<file path="config.mk">
export PLATFORM = sky130hd
export DESIGN_NAME = rv_decode_queue
export DESIGN_NICKNAME = d
export VERILOG_FILES = /design/src/rtl/rv_decode_queue.sv
export SDC_FILE = /design/constraint.sdc
export NUM_CORES = 1
export LEC_CHECK = 0
export CORE_ASPECT_RATIO = 0.75
export CORE_MARGIN = 3
export CORE_UTILIZATION = 25
export CTS_CLUSTER_DIAMETER = 60
export DETAILED_ROUTE_END_ITERATION = 16
export GPL_ROUTABILITY_DRIVEN = 0
export PLACE_DENSITY = 0.45
export SYNTH_ARGS = -nofsm -noshare
export SYNTH_HDL_FRONTEND = slang
export SYNTH_SLANG_ARGS = --single-unit
</file>
<file path="constraint.sdc">
create_clock -name Clk_i -period 7.4 [get_ports Clk_i]
set_input_delay 1.48 -clock Clk_i [delete_from_list [all_inputs] [get_ports Clk_i]]
set_output_delay 1.48 -clock Clk_i [all_outputs]
set_load 0.01 [all_outputs]
</file>
<file path="src/rtl/rv_decode_queue.sv">
// rv_decode_queue: RV instruction decoder feeding a QDEPTH-entry bundle FIFO.
// Decodes each accepted word into a control bundle, raises Int/IntData on
// illegal/ECALL/EBREAK and holds intake off until IntAck.
// Optional feature macro: RV_DEC_MULDIV_EN (OP funct7=0000001 decodes as a
// legal multi-cycle M-extension op; otherwise it is illegal).
module rv_decode_queue #(
  parameter int XLEN   = 32,
  parameter int QDEPTH = 2
) (
  input  logic            Clk_i,
  input  logic            Rst_i,
  input  logic            Flush_i,
  input  logic            InValid_i,
  output logic            InReady_o,
  input  logic [31:0]     DataInst_i,
  output logic            OutValid_o,
  input  logic            OutReady_i,
  output logic [4:0]      SelRS1_o,
  output logic [4:0]      SelRS2_o,
  output logic [4:0]      SelD_o,
  output logic [XLEN-1:0] DataIMM_o,
  output logic            RegDwe_o,
  output logic [6:0]      AluOp_o,
  output logic [15:0]     AluFunc_o,
  output logic [4:0]      MemOp_o,
  output logic [4:0]      CsrOp_o,
  output logic [11:0]     CsrAddr_o,
  output logic            TrapExit_o,
  output logic            MultiCy_o,
  output logic            Int_o,
  output logic [31:0]     IntData_o,
  input  logic            IntAck_i
);

  localparam int PW = (QDEPTH > 1) ? $clog2(QDEPTH) : 1;
  localparam int CW = $clog2(QDEPTH) + 1;

  typedef struct packed {
    logic [4:0]      rs1;
    logic [4:0]      rs2;
    logic [4:0]      rd;
    logic [XLEN-1:0] imm;
    logic            dwe;
    logic [6:0]      aluop;
    logic [15:0]     alufunc;
    logic [4:0]      memop;
    logic [4:0]      csrop;
    logic [11:0]     csraddr;
    logic            trapexit;
    logic            multicy;
  } bundle_t;

  bundle_t          dec_b;
  logic [31:0]      dec_cause;
  logic             dec_illegal;
  bundle_t          mem_q [QDEPTH];
  logic [PW-1:0]    rptr_q, rptr_d, wptr_q, wptr_d;
  logic [CW-1:0]    count_q, count_d;
  logic             int_q, int_d;
  logic [31:0]      int_data_q, int_data_d;
  logic             push, pop;

  wire [6:0] opcode = DataInst_i[6:0];
  wire [2:0] f3     = DataInst_i[14:12];
  wire [6:0] f7     = DataInst_i[31:25];

  // Combinational decode of the incoming word into a bundle and trap cause.
  always_comb begin
    dec_b         = '0;
    dec_cause     = 32'd0;
    dec_illegal   = 1'b0;
    dec_b.rs1     = DataInst_i[19:15];
    dec_b.rs2     = DataInst_i[24:20];
    dec_b.rd      = DataInst_i[11:7];
    dec_b.aluop   = opcode;
    dec_b.alufunc = {6'b0, f7, f3};
    if (DataInst_i[1:0] != 2'b11) begin
      dec_illegal = 1'b1;
    end else begin
      case (opcode)
        7'b0110111, 7'b0010111: begin  // LUI / AUIPC
          dec_b.imm = XLEN'($signed({DataInst_i[31:12], 12'b0}));
          dec_b.dwe = 1'b1;
        end
        7'b1101111: begin              // JAL
          dec_b.imm = XLEN'($signed({DataInst_i[31], DataInst_i[19:12], DataInst_i[20],
                                     DataInst_i[30:21], 1'b0}));
          dec_b.dwe = (DataInst_i[11:7] != 5'd0);
        end
        7'b1100111: begin              // JALR
          dec_b.imm = XLEN'($signed(DataInst_i[31:20]));
          dec_b.dwe = (DataInst_i[11:7] != 5'd0);
        end
        7'b1100011: begin              // BRANCH
          dec_b.imm = XLEN'($signed({DataInst_i[31], DataInst_i[7], DataInst_i[30:25],
                                     DataInst_i[11:8], 1'b0}));
        end
        7'b0000011: begin              // LOAD
          dec_b.imm   = XLEN'($signed(DataInst_i[31:20]));
          dec_b.dwe   = 1'b1;
          dec_b.memop = {2'b10, f3};
        end
        7'b0100011: begin              // STORE
          dec_b.imm   = XLEN'($signed({DataInst_i[31:25], DataInst_i[11:7]}));
          dec_b.memop = {2'b11, f3};
        end
        7'b0010011: begin              // OP-IMM
          dec_b.imm = XLEN'($signed(DataInst_i[31:20]));
          dec_b.dwe = 1'b1;
        end
        7'b0110011: begin              // OP
          if (f7 == 7'b0000000 || f7 == 7'b0100000) begin
            dec_b.dwe = 1'b1;
`ifdef RV_DEC_MULDIV_EN
          end else if (f7 == 7'b0000001) begin
            dec_b.dwe     = 1'b1;
            dec_b.multicy = 1'b1;
`endif
          end else begin
            dec_illegal = 1'b1;
          end
        end
        7'b0001111: dec_b.memop = 5'b01000;  // FENCE
        7'b1110011: begin              // SYSTEM
          if (f3 == 3'b000) begin
            case (DataInst_i[31:20])
              12'h000: dec_cause      = 32'd11;
              12'h001: dec_cause      = 32'd3;
              12'h302: dec_b.trapexit = 1'b1;
              default: dec_illegal    = 1'b1;
            endcase
          end else if (f3 == 3'b100) begin
            dec_illegal = 1'b1;
          end else begin
            // CSR access: the immediate is the zero-extended rs1/uimm field.
            dec_b.imm[4:0] = DataInst_i[19:15];
            dec_b.csrop    = {f3, ~(f3[1] & (DataInst_i[19:15] == 5'd0)),
                              (DataInst_i[11:7] != 5'd0)};
            dec_b.csraddr  = DataInst_i[31:20];
            dec_b.dwe      = (DataInst_i[11:7] != 5'd0);
          end
        end
        default: dec_illegal = 1'b1;
      endcase
    end
    // Illegal words still travel down the pipe, carrying the raw word as immediate.
    if (dec_illegal) begin
      dec_b.imm       = '0;
      dec_b.imm[31:0] = DataInst_i;
      dec_b.dwe       = 1'b0;
      dec_b.memop     = 5'd0;
      dec_b.csrop     = 5'd0;
      dec_b.csraddr   = 12'd0;
      dec_b.trapexit  = 1'b0;
      dec_b.multicy   = 1'b0;
      dec_cause       = 32'd2;
    end
  end

  assign InReady_o  = (count_q < CW'(QDEPTH)) & ~int_q & ~Flush_i;
  assign OutValid_o = (count_q != '0);
  assign push       = InValid_i & InReady_o;
  assign pop        = OutValid_o & OutReady_i;

  // Next-state for FIFO pointers/occupancy and the trap flag.
  always_comb begin
    rptr_d     = rptr_q;
    wptr_d     = wptr_q;
    count_d    = count_q;
    int_d      = int_q;
    int_data_d = int_data_q;
    if (Flush_i) begin
      rptr_d  = '0;
      wptr_d  = '0;
      count_d = '0;
    end else begin
      if (push) wptr_d = wptr_q + 1'b1;
      if (pop)  rptr_d = rptr_q + 1'b1;
      count_d = count_q + CW'(push) - CW'(pop);
    end
    if (push && dec_cause != 32'd0) begin
      int_d      = 1'b1;
      int_data_d = dec_cause;
    end else if (IntAck_i && int_q) begin
      int_d = 1'b0;
    end
  end

  // Control state registers with asynchronous reset.
  always_ff @(posedge Clk_i or posedge Rst_i) begin
    if (Rst_i) begin
      rptr_q     <= '0;
      wptr_q     <= '0;
      count_q    <= '0;
      int_q      <= 1'b0;
      int_data_q <= 32'd0;
    end else begin
      rptr_q     <= rptr_d;
      wptr_q     <= wptr_d;
      count_q    <= count_d;
      int_q      <= int_d;
      int_data_q <= int_data_d;
    end
  end

  // Bundle storage; contents are only meaningful while counted as occupied.
  always_ff @(posedge Clk_i) begin
    if (push) mem_q[wptr_q] <= dec_b;
  end

  bundle_t head;
  assign head = OutValid_o ? mem_q[rptr_q] : '0;

  assign SelRS1_o   = head.rs1;
  assign SelRS2_o   = head.rs2;
  assign SelD_o     = head.rd;
  assign DataIMM_o  = head.imm;
  assign RegDwe_o   = head.dwe;
  assign AluOp_o    = head.aluop;
  assign AluFunc_o  = head.alufunc;
  assign MemOp_o    = head.memop;
  assign CsrOp_o    = head.csrop;
  assign CsrAddr_o  = head.csraddr;
  assign TrapExit_o = head.trapexit;
  assign MultiCy_o  = head.multicy;
  assign Int_o      = int_q;
  assign IntData_o  = int_data_q;

endmodule
</file>
## After elaboration in Yosys (flattened, before gate mapping)

Memories as Yosys holds them, arrays and structs flattened.
Cells that the tools add are included.

| cells by class | value |
|---|---|
| bitwise logic cells | 8 |
| equality and inequality tests | 16 |
| mux-type cells | 37 |
| add/sub/neg operators | 4 |
| reduce and logical (&&, ||, !) cells | 20 |
| order comparisons | 1 |

Operators by type and width:

| operator | number |
|---|---|
| one-hot mux 27 bit (4 select lines) | 1 |
| two-way mux 95 bit | 1 |
| two-way mux 33 bit | 2 |
| two-way mux 17 bit | 2 |
| two-way mux 32 bit | 1 |
| nonzero test 32 bit | 1 |
| equality test 7 x 6 -> 1 bit (second input constant) | 4 |
| equality test 7 bit (second input constant) | 4 |
| one-hot mux 5 bit (5 select lines) | 1 |
| two-way mux 24 bit | 1 |
| two-way mux 23 bit | 1 |
| two-way mux 18 bit | 1 |
| two-way mux 1 bit | 16 |
| one-hot mux 5 bit (3 select lines) | 1 |
| equality test 7 x 5 -> 1 bit (second input constant) | 2 |
| equality test 12 x 1 -> 1 bit (second input constant) | 1 |
| equality test 12 x 10 -> 1 bit (second input constant) | 1 |
| zero test 12 bit | 1 |
| two-way mux 4 bit | 3 |
| two-way mux 6 bit | 2 |
| OR reduction 9 bit | 1 |
| one-hot mux 4 bit (2 select lines) | 1 |
| nonzero test 2 bit | 4 |
| OR reduction 4 bit | 2 |
| other kinds (21) | 31 |

| storage, ports and cells | value |
|---|---|
| register bits | 37 |
| memory bits (writable) | 178 |
| memories kept | 1 |
| output and inout port bits | 130 |
| word-level logic and storage cells | 92 |

Memory list:

| name | depth | bits a word | read ports | clocked after Yosys merged registers in | wr ports | line | text |
|---|---|---|---|---|---|---|---|
| mem_q | 2 | 89 | 1 | 0 | 1 | 56 | `bundle_t mem_q [QDEPTH];` |

## Depth between registers and ports, before layout

Gate-level depths: netlist of the first run.

| logic depth | value |
|---|---|
| depth after elaboration | 10 |
| gate-level depth with buffers | 8 |

## Worst setup path after synthesis of the first run

No wires, ideal clock.

| timing | value |
|---|---|
| path kind | input port to flip-flop |
| from | input Flush_i |
| to | memory mem_q[0][10] in the netlist's numbering (enable) |
| stages | 3 |
| setup time | 0.536 ns |
| arrival time | 5.844 ns |
| required time | 6.864 ns |
| slack | 1.020 ns |
| cell sequence | nor4b_1 inv_1 nor2_1 |

| between the ends | value |
|---|---|
| cells in the longest elaborated chain, start to end | 5 |

Ends and longest elaborated chain:

| element | line | text |
|---|---|---|
| start, declared | 12 | `input logic Flush_i,` |
| NOT 1 bit | 160 | `assign InReady_o = (count_q < CW'(QDEPTH)) & ~int_q & ~Flush_i;` |
| bitwise AND 1 bit | 160 |  |
| bitwise AND 1 bit | 162 | `assign push = InValid_i & InReady_o;` |
| two-way mux 1 bit | 208 | `if (push) mem_q[wptr_q] <= dec_b;` |
| two-way mux 1 bit (implied by the code) | 208 |  |
| end, declared | 56 |  |

Every way passes these cells.

## Final worst setup path of the first run

| timing | value |
|---|---|
| from | input Flush_i |
| to | output InReady_o |

| between the ends | value |
|---|---|
| cells in the longest elaborated chain, start to end | 2 |

Ends and longest elaborated chain:

| element | line | text |
|---|---|---|
| NOT 1 bit | 160 |  |
| bitwise AND 1 bit | 160 |  |
| end, declared | 14 | `output logic InReady_o,` |

Every way passes these cells.

==> metrics.cfg, run 1 <==
[die]
core-area_sq_um = 31900
fp.dieW_microns = 216
io_pins = 168
rows = 56
die_area_sq_um = 35200
start_util_pct = 25.8
dieHeight_microns = 163

[clock_tree]
clockRootBuffer = clkbuf_16
clkTransAtPathRegs_ns = 0.07
cts.path.max_buffers = 2
cts-htree-levels = 4
numCtsBuffers = 17
cts_tree = done
cts_hold_buf = 0
worstSkewPairLatency_ns = 0.43
postCtsSetupBuffers = 0
cts_resized = 0
cts_sinks = 184

[power]
p_per_area_nw_per_um2 = 332
ir_drop_uv = 209
power_leakage_nw = 3.50

[setup_path]
worstSetupStartpointType = input pin
crit_type = input pin to output port
crit_end = InReady_o
cpPeakStageDelay_ns = 0.57
crit_chain = clkdlybuf4s50_1 -> nor3_1 -> clkdlybuf4s50_1
crit_path_frequent_cell = clkdlybuf4s50_1
path_max_fanout = 6
path_depth = 3
reg2reg_depth = 3
setup.worst_path.start = Flush_i
crit_buf_inv = 2
worst_path_max_delay_cell = clkdlybuf4s50_1
end_kind = output port
reg2reg_slack_ns = 4.28
r2r-end = mem_q[1][44]
critPathTopFamily = buffers and inverters
rr_startpoint = count_q[1]
cp.arrival_ns = 2.80
required_ns = 5.92

[routing]
num_vias = 5159
drc = 0
first_iter_violations = 533
wl_per_cell_microns = 19.7
drt-pass1-iter-count = 5
viasPerCell = 4.36
wl_mm = 23.3
ant_nets = 0

[sta]
setup_viol = 0
skew_ns = 0.00713
fin_hold_ws_ns = 0.544
final_hold_viol_count = 0
finalSetupTns_ns = 0
finalCritPeriodShare_pct = 57.8
grt_setup_unrepaired = no
worst_slack_ns = 3.12
fin_crit_ns = 4.28
slew_headroom_pct = 36.5
tightest_slew_ns = 0.940
slew_viol_final = 0
max_freq_mhz = 234

[worst_hold_path]
hold_class = flop to flop
holdPathStages = 2

[synth]
synthFlopType = edfxtp_1
synth_top_area_cell = edfxtp_1
postSynthCellCount = 606
synth_area_per_cell_sq_um = 13.6
synth_commonest_cells = 176 x edfxtp_1, 115 x nor2_1, 88 x mux2i_1
async_flop_share_pct = 4.35
ys.warnings.count = 0
yosys.cell_types.count = 53
synth_edf_count = 176
yosysTopAreaCellShare_pct = 64.2
yosys.cell_count.top_type = edfxtp_1
yosysSeqAreaShare_pct = 66.6
syn_area_sq_um = 8240
synth_area_leaders = edfxtp_1 64%, mux2i_1 11%, nor2_1 5.2%
ys_ff_latch = 184

[place]
port_buffers = 131
dp_hpwl_mm = 15.7
placed_area_sq_um = 9890
dp_slack_ns = 2.77

[flow_run]
maxCapViolCount = 0

[global_routing]
antenna_found_initial = 2
grt_util_all_layers_pct = 13.1
grt_pass1_vias = 5002
grt-ovfl-total = 0
grt_max_degree = 81
grt_pass1_wl_mm = 33.8

[status]
status = finished clean

[finish]
final_nets = 773
drive_gt1_share_pct = 7.24
design_area_sq_um = 10500
syn_to_final_growth_pct = 27.8

## how the worst min path moves through the flow
stage / start / end / slack [ns]
after floorplan: wptr_q / wptr_q / 0.48
after global placement: IntData_o[1] / IntData_o[1] / 0.53
after detailed placement: IntData_o[1] / IntData_o[1] / 0.54
after CTS: IntData_o[1] / IntData_o[1] / 0.56
after global routing: IntData_o[0] / IntData_o[0] / 0.60
final: IntData_o[1] / IntData_o[1] / 0.54
## placed cells by master, fill, tap and decap left out, drive strengths merged, types with 3 or more instances in the layout
cell / instances
inv: 17
clkinvlp: 3
and2: 21
edfxtp: 176
o21ai: 11
a21o: 13
and3: 3
clkbuf: 17
nor2: 115
buf: 8
a22oi: 5
a22o: 5
nor3: 6
a21oi: 15
o221ai: 3
nand2: 11
conb: 36
nor2b: 5
dfrtp: 8
clkdlybuf4s50: 131
nor4: 6
mux2i: 88
nand3: 8
a31oi: 3
or4: 3
bufinv: 3
## per-stage QoR
stage / power (mW) / utilization, % / std cells
5_1_grt: 3.68 / 33.0 / 1181
3_5_place_dp: 2.58 / 31.0 / 1149
6_report: 3.50 / 33.0 / 1182
4_1_cts: 3.56 / 33.0 / 1181
3_3_place_gp: 2.58 / 31.0 / 1149
2_1_floorplan: 1.92 / - / 641
## flip-flops by register name, summed over array words and instances, names as in the netlist
signal,count
Int_o,1
IntData_o,3
rptr_q,1
wptr_q,1
count_q,2
mem_q,176
## kinds of logic (layout without fill, tap and decap cells)
group                      after synthesis  after routing  synth area share (%)
AOI/OAI and AO/OA                       65             65                  5.54
muxes                                   88             88                  10.7
buffers and inverters                   76            181                  5.48
adders and majority gates                2              2                 0.304
xor gates and xnor gates                 3              3                 0.319
other                                    1             37                0.0455
DFF                                    184            184                  66.6
and+or+nand+nor                        187            187                  11.0
## where the power goes
| group | switching [mW] | leakage [nW] | internal [mW] |
|---|---|---|---|
| clock network | 0.428 | 0.300 | 0.546 |
| registers | 0.0340 | 1.73 | 1.24 |
| logic | 0.666 | 1.48 | 0.579 |
## worst register-to-register path, delay by kind of cell, from the launching register on
family / cells / cell delay [ns]
and+or+nand+nor: 2 / 1.63
buffers and inverters: 1 / 0.64
DFF: 1 / 0.46
## per-layer routing
metal,up-vias,global-route usage (%),wire [microns]
met5,-,0,0
met4,0,3.15,246
met3,18,3.40,1460
met2,183,18.8,9950
met1,2564,19.7,11600
li1,2394,-,-
## area by class of cell
cell class,count,area (sq um)
diodes,1,2.50
clock buffers,17,425
clock inverters,15,206
fillers,3184,21400
inverters,10,37.5
multi-input cells,381,2450
flip-flops and latches,184,5490
well taps,435,544
repair buffers,139,1370
No activity file was read; power rests on OpenSTA's default activity.
==> run 2, diff against run 1 <==
- PLACE_DENSITY: 0.45 -> 0.46
- clock period: 7.4 -> 3.65 ns (I/O delays scaled with it)
==> metrics.cfg, run 2 (synthesis gave the netlist of run 1 again) <==
[status]
status = finished clean

[routing]
wl_mm = 23.9  ; +2.6%
drc = 0  ; unchanged
ant_nets = 0  ; unchanged
viasPerCell = 4.42  ; +1.2%
num_vias = 5346  ; +3.6%
first_iter_violations = 317  ; -41%
drt-pass1-iter-count = 4  ; -1
wl_per_cell_microns = 19.7  ; +0.25%

[global_routing]
use_met3_pct = 3.31  ; -0.093 points
grt_util_all_layers_pct = 13.5  ; +0.42 points
antenna_found_initial = 2  ; unchanged
use_met1_pct = 20.7  ; +0.94 points
grt_pass1_vias = 5187  ; +3.7%
grt_pass1_wl_mm = 34.7  ; +2.7%
gr-max-usage-layer = met1
grt_max_degree = 61  ; -25%
grt-ovfl-total = 0  ; unchanged
grtUsageMet2_pct = 18.9  ; +0.12 points

[setup_path]
critPathTopFamily = simple AND/OR/NAND/NOR gates
crit_buf_inv = 1  ; -1
worst_path_max_delay_cell = clkdlybuf4s50_1
required_ns = 3.82  ; -2.10 ns
r2r-end = mem_q[0][57]
crit_type = input pin to flop
reg2reg_slack_ns = 1.46  ; -2.82 ns
path_depth = 6  ; +3
crit_end = mem_q[1][46]
end_kind = flop
cpPeakStageDelay_ns = 0.58  ; about the same
setup.worst_path.start = DataInst_i[25]
rr_startpoint = count_q[1]
crit_chain = clkdlybuf4s50_1 -> nor4_1 -> nand2_1 -> a31oi_1 -> nand3_2 -> a221o_1
worstSetupStartpointType = input pin
path_max_fanout = 10  ; +4
reg2reg_depth = 5  ; +2
cp.arrival_ns = 3.16  ; +0.36 ns

[finish]
final_nets = 803  ; +3.9%
final_common_cell = edfxtp_1
drive_gt1_share_pct = 10.5  ; +3.2 points
finalNonFillerCells = 1210  ; +2.4%
num_antenna_cells = 0  ; -1
top_register = mem_q
largest_reg_flops = 176  ; unchanged
final_cell_mix = 176 x edfxtp_1, 131 x clkdlybuf4s50_1, 113 x nor2_1
syn_to_final_growth_pct = 30.9

[flow_run]
maxCapViolCount = 0  ; unchanged

[power]
power_leakage_nw = 3.65  ; +4.1%
p_per_area_nw_per_um2 = 649  ; +95%
ir_drop_uv = 368  ; +76%

[sta]
tightest_slew_ns = 0.646  ; -0.294 ns
fin_crit_ns = 2.99
final_hold_viol_count = 0  ; unchanged
setup_viol = 0  ; unchanged
finalSetupTns_ns = 0  ; unchanged
max_freq_mhz = 334
slew_headroom_pct = 56.5  ; +20 points
skew_ns = 0.00899  ; +0.00187 ns
grt_setup_unrepaired = no
slew_viol_final = 0  ; unchanged
finalCritPeriodShare_pct = 81.9

[clock_tree]
cts_hold_buf = 0  ; unchanged
postCtsSetupBuffers = 0  ; unchanged
cts.path.max_buffers = 2  ; unchanged
cts-htree-levels = 4  ; unchanged
cts_resized = 0  ; unchanged
worstSkewPairLatency_ns = 0.44  ; about the same
numCtsBuffers = 17  ; unchanged
clockRootBuffer = clkbuf_16
cts_sinks = 184  ; unchanged
clkTransAtPathRegs_ns = 0.07  ; about the same
cts_tree = done

[place]
port_buffers = 131  ; unchanged
placedCellCount = 1179  ; +2.6%
dp_hpwl_mm = 17.0  ; +8.4%

[die]
io_pins = 168  ; unchanged
fp.dieW_microns = 216  ; unchanged
start_util_pct = 25.8  ; unchanged
dieHeight_microns = 163  ; unchanged
die_area_sq_um = 35200  ; unchanged
rows = 56  ; unchanged
core-area_sq_um = 31900  ; unchanged

[worst_hold_path]
hold_class = input pin to async pin

[run 2: cell count changes in the layout (fill, tap and decap cells not counted), sizes merged]
cell	before	now
buf	8	38
clkinv	2	7
inv	17	13
bufinv	3	1
clkbuf	17	18
clkinvlp	3	2
diode	1	0
[run 2: routing by layer]
metal / share of wire (%) / up-vias
met5: 0.054 / -
met4: 1.4 / 2
met3: 6.3 / 22
met2: 42 / 207
met1: 50 / 2654
li1: - / 2461
[run 2: worst min-delay path by stage]
stage / slack [ns] / endpoint / start
after detailed placement: 0.53 / IntData_o[1] / IntData_o[1]
after global routing: 0.57 / count_q[0] / Rst_i
final: 0.55 / count_q[0] / Rst_i
after floorplan: 0.52 / IntData_o[1] / IntData_o[1]
after CTS: 0.55 / count_q[0] / Rst_i
after global placement: 0.54 / IntData_o[1] / IntData_o[1]
[run 2: area by class of cell]
type | count | area, sq um
inverters | 10 | 37.5
repair buffers | 169 | 1710
multi-input cells | 381 | 2450
well taps | 435 | 544
fillers | 3190 | 21100
clock inverters | 13 | 124
clock buffers | 18 | 429
flip-flops and latches | 184 | 5490
[run 2: metrics by stage]
step	hold slack [ns]	area (sq um)	worst slack (ns)	util (%)	total power, mW
after floorplan	0.522	8380	0.474	-	3.88
after detailed placement	0.534	10200	0.282	32.1	5.35
after CTS	0.546	10800	0.713	33.8	7.11
after global placement	0.541	10200	0.389	32.1	5.36
final	0.548	10800	0.659	33.8	6.99
after global routing	0.570	10800	0.566	33.8	7.37
[run 2: power breakdown]
group	leakage, nW	switching [mW]	internal, mW
clock	0.265	0.809	0.943
combinational	1.65	1.40	1.27
sequential	1.73	0.0569	2.52
[run 2: worst register-to-register path: stages, from the launching register on]
cell and delay, ns:
dfrtp_1 0.45, nor4b_1 0.31, buf_4 0.20, inv_1 0.15
nor2_4 0.48, buf_12 0.29
==> run 3, diff against run 2 <==
- clock period: 3.65 -> 2.7 ns (I/O delays scaled with it)
==> metrics.cfg, run 3 (synthesis gave the netlist of run 1 again) <==
[clock_tree]
worstSkewPairLatency_ns = 0.44  ; about the same
clockRootBuffer = clkbuf_16
cts.path.max_buffers = 2  ; unchanged
cts_hold_buf = 0  ; unchanged
numCtsBuffers = 17  ; unchanged
cts_tree = done
postCtsSetupBuffers = 0  ; unchanged
cts-htree-levels = 4  ; unchanged
cts_sinks = 184  ; unchanged
clkTransAtPathRegs_ns = 0.08  ; about the same

[finish]
top_register = mem_q
final_common_cell = edfxtp_1
syn_to_final_growth_pct = 37.7
largest_reg_flops = 176  ; unchanged
fin_util_pct = 35.6  ; +1.8 points
final_cell_mix = 176 x edfxtp_1, 113 x nor2_1, 98 x clkdlybuf4s50_1
final_nets = 852  ; +6.1%
multiInputGateArea_sq_um = 2480  ; +1.4%
finalNonFillerCells = 1259  ; +4.0%
fill_cells = 3166  ; -0.75%
drive_gt1_share_pct = 16.9  ; +6.4 points
final-seq-area_sq_um = 5490  ; unchanged
num_antenna_cells = 0  ; unchanged
design_area_sq_um = 11300  ; +5.2%

[setup_path]
end_kind = output port
worstSetupStartpointType = flop
required_ns = 2.16  ; -1.66 ns
cp.arrival_ns = 2.14  ; -1.02 ns
worst_path_max_delay_cell = clkdlybuf4s50_1
path_max_fanout = 35  ; +25
crit_type = flop to output port
crit_chain = buf_12 -> mux2i_1 -> nor2_1 -> clkdlybuf4s50_1
reg2reg_slack_ns = 0.80  ; -0.66 ns
cpPeakStageDelay_ns = 0.57  ; about the same

[sta]
final_hold_viol_count = 0  ; unchanged
tightest_slew_ns = 0.515  ; -0.132 ns
slew_viol_final = 0  ; unchanged
fin_crit_ns = 2.68
max_freq_mhz = 373
finalSetupTns_ns = 0  ; unchanged
finalCritPeriodShare_pct = 99.2
setup_viol = 0  ; unchanged
slew_headroom_pct = 65.4  ; +8.8 points
fin_hold_ws_ns = 0.358  ; -0.191 ns
skew_ns = 0.00925  ; +0.000261 ns
grt_setup_unrepaired = yes

[power]
p_per_area_nw_per_um2 = 853  ; +31%
power_switching_mw = 3.16  ; +40%
power_leakage_nw = 4.37  ; +20%
p_sw_share_pct = 32.7  ; +0.28 points
seq_power_share_pct = 36.1  ; -0.7 points
ir_drop_uv = 604  ; +64%
p_int_mw = 6.51  ; +38%
clkPwrFrac_pct = 25.9  ; +0.8 points
combPwrFrac_pct = 38.0  ; about the same

[die]
rows = 56  ; unchanged
dieHeight_microns = 163  ; unchanged
io_pins = 168  ; unchanged
fp.dieW_microns = 216  ; unchanged
start_util_pct = 25.8  ; unchanged
die_area_sq_um = 35200  ; unchanged
core-area_sq_um = 31900  ; unchanged

[global_routing]
antenna_found_initial = 0  ; -2
grt-ovfl-total = 0  ; unchanged
grt_util_all_layers_pct = 13.9  ; +0.35 points
grt_pass1_vias = 5291  ; +2.0%
grt_pass1_wl_mm = 35.5  ; +2.1%
grt_max_degree = 61  ; unchanged

[routing]
drt-pass1-iter-count = 5  ; +1
viasPerCell = 4.32  ; -2.2%
drc = 0  ; unchanged
first_iter_violations = 422  ; +33%
wl_per_cell_microns = 19.6  ; -0.69%
num_vias = 5440  ; +1.8%
wl_mm = 24.7  ; +3.3%
ant_nets = 0  ; unchanged

[place]
dp_hpwl_mm = 18.1  ; +6.4%
placedCellCount = 1227  ; +4.1%
placed_area_sq_um = 10700  ; +4.2%
port_buffers = 131  ; unchanged

[flow_run]
maxCapViolCount = 0  ; unchanged

[status]
status = finished clean

[worst_hold_path]
hold_class = input pin to async pin

==> run 3: cell types whose count changed in the layout (fill, tap and decap cells not counted), moves of 5 or more <==
cell / delta
mux2i_1: -5
inv_8: +5
clkdlybuf4s50_1: -33
buf_4: +44
dlymetal6s2s_1: +23
dlygate4sd2_1: +10
mux2i_2: +5
==> run 3: layout make-up <==
type	instances	area share (%)
Multi-Input combinational cell	381	21.9
Inverter	10	0.331
Timing Repair Buffer	218	19.4
Sequential cell	184	48.4
Tap cell	435	4.80
Clock buffer	17	3.75
Clock inverter	14	1.38
==> run 3: worst max-delay path, delay by kind of cell, from the launching register on <==
family	cells	cell delay (ns)
flip-flops	1	0.54
buffers and inverters	2	0.78
multiplexers	1	0.17
AND/OR/NAND/NOR	1	0.17
==> run 3: power groups by stage <==
stage	combinational (mW)	sequential, mW	clock [mW]
6_report	3.68	3.49	2.50
3_5_place_dp	3.79	3.55	0
2_1_floorplan	1.73	3.53	0
3_3_place_gp	3.80	3.54	0
5_1_grt	3.98	3.51	2.68
4_1_cts	3.80	3.49	2.56
==> run 3: final timing paths <==
path / start / endpoint / cells after the start
worst max-delay path: rptr_q / DataIMM_o[0] / 4
worst min-delay path: Rst_i / IntData_o[3] / 2
worst max register to register: count_q[1] / count_q[1] / 9
worst min register to register: IntData_o[1] / IntData_o[1] / 2
max in group asynchronous: Rst_i / rptr_q / 2
min in group Clk_i: IntData_o[1] / IntData_o[1] / 2
==> run 3: layer usage <==
| layer | track usage [%] | part of all wire, % | vias up |
|---|---|---|---|
| li1 | - | - | 2561 |
| met1 | 21.3 | 50 | 2689 |
| met2 | 19.8 | 43 | 172 |
| met3 | 2.72 | 5.8 | 18 |
| met4 | 3.84 | 1.1 | 0 |
| met5 | 0 | 0 | - |
==> run 3: stage by stage <==
step / total power [mW] / worst slack (ns)
after floorplan: 5.26 / -0.0162
after global placement: 7.34 / -0.133
after CTS: 9.85 / -0.0157
after global routing: 10.2 / -0.0415
after detailed placement: 7.33 / -0.121
final: 9.67 / 0.0221
==> run 3: repair_timing <==
item                                    CTS  global route
cloned                                    1             0
pin swaps                                 0             0
endpoints found under the setup margin   20            34
resized for setup                        11            28
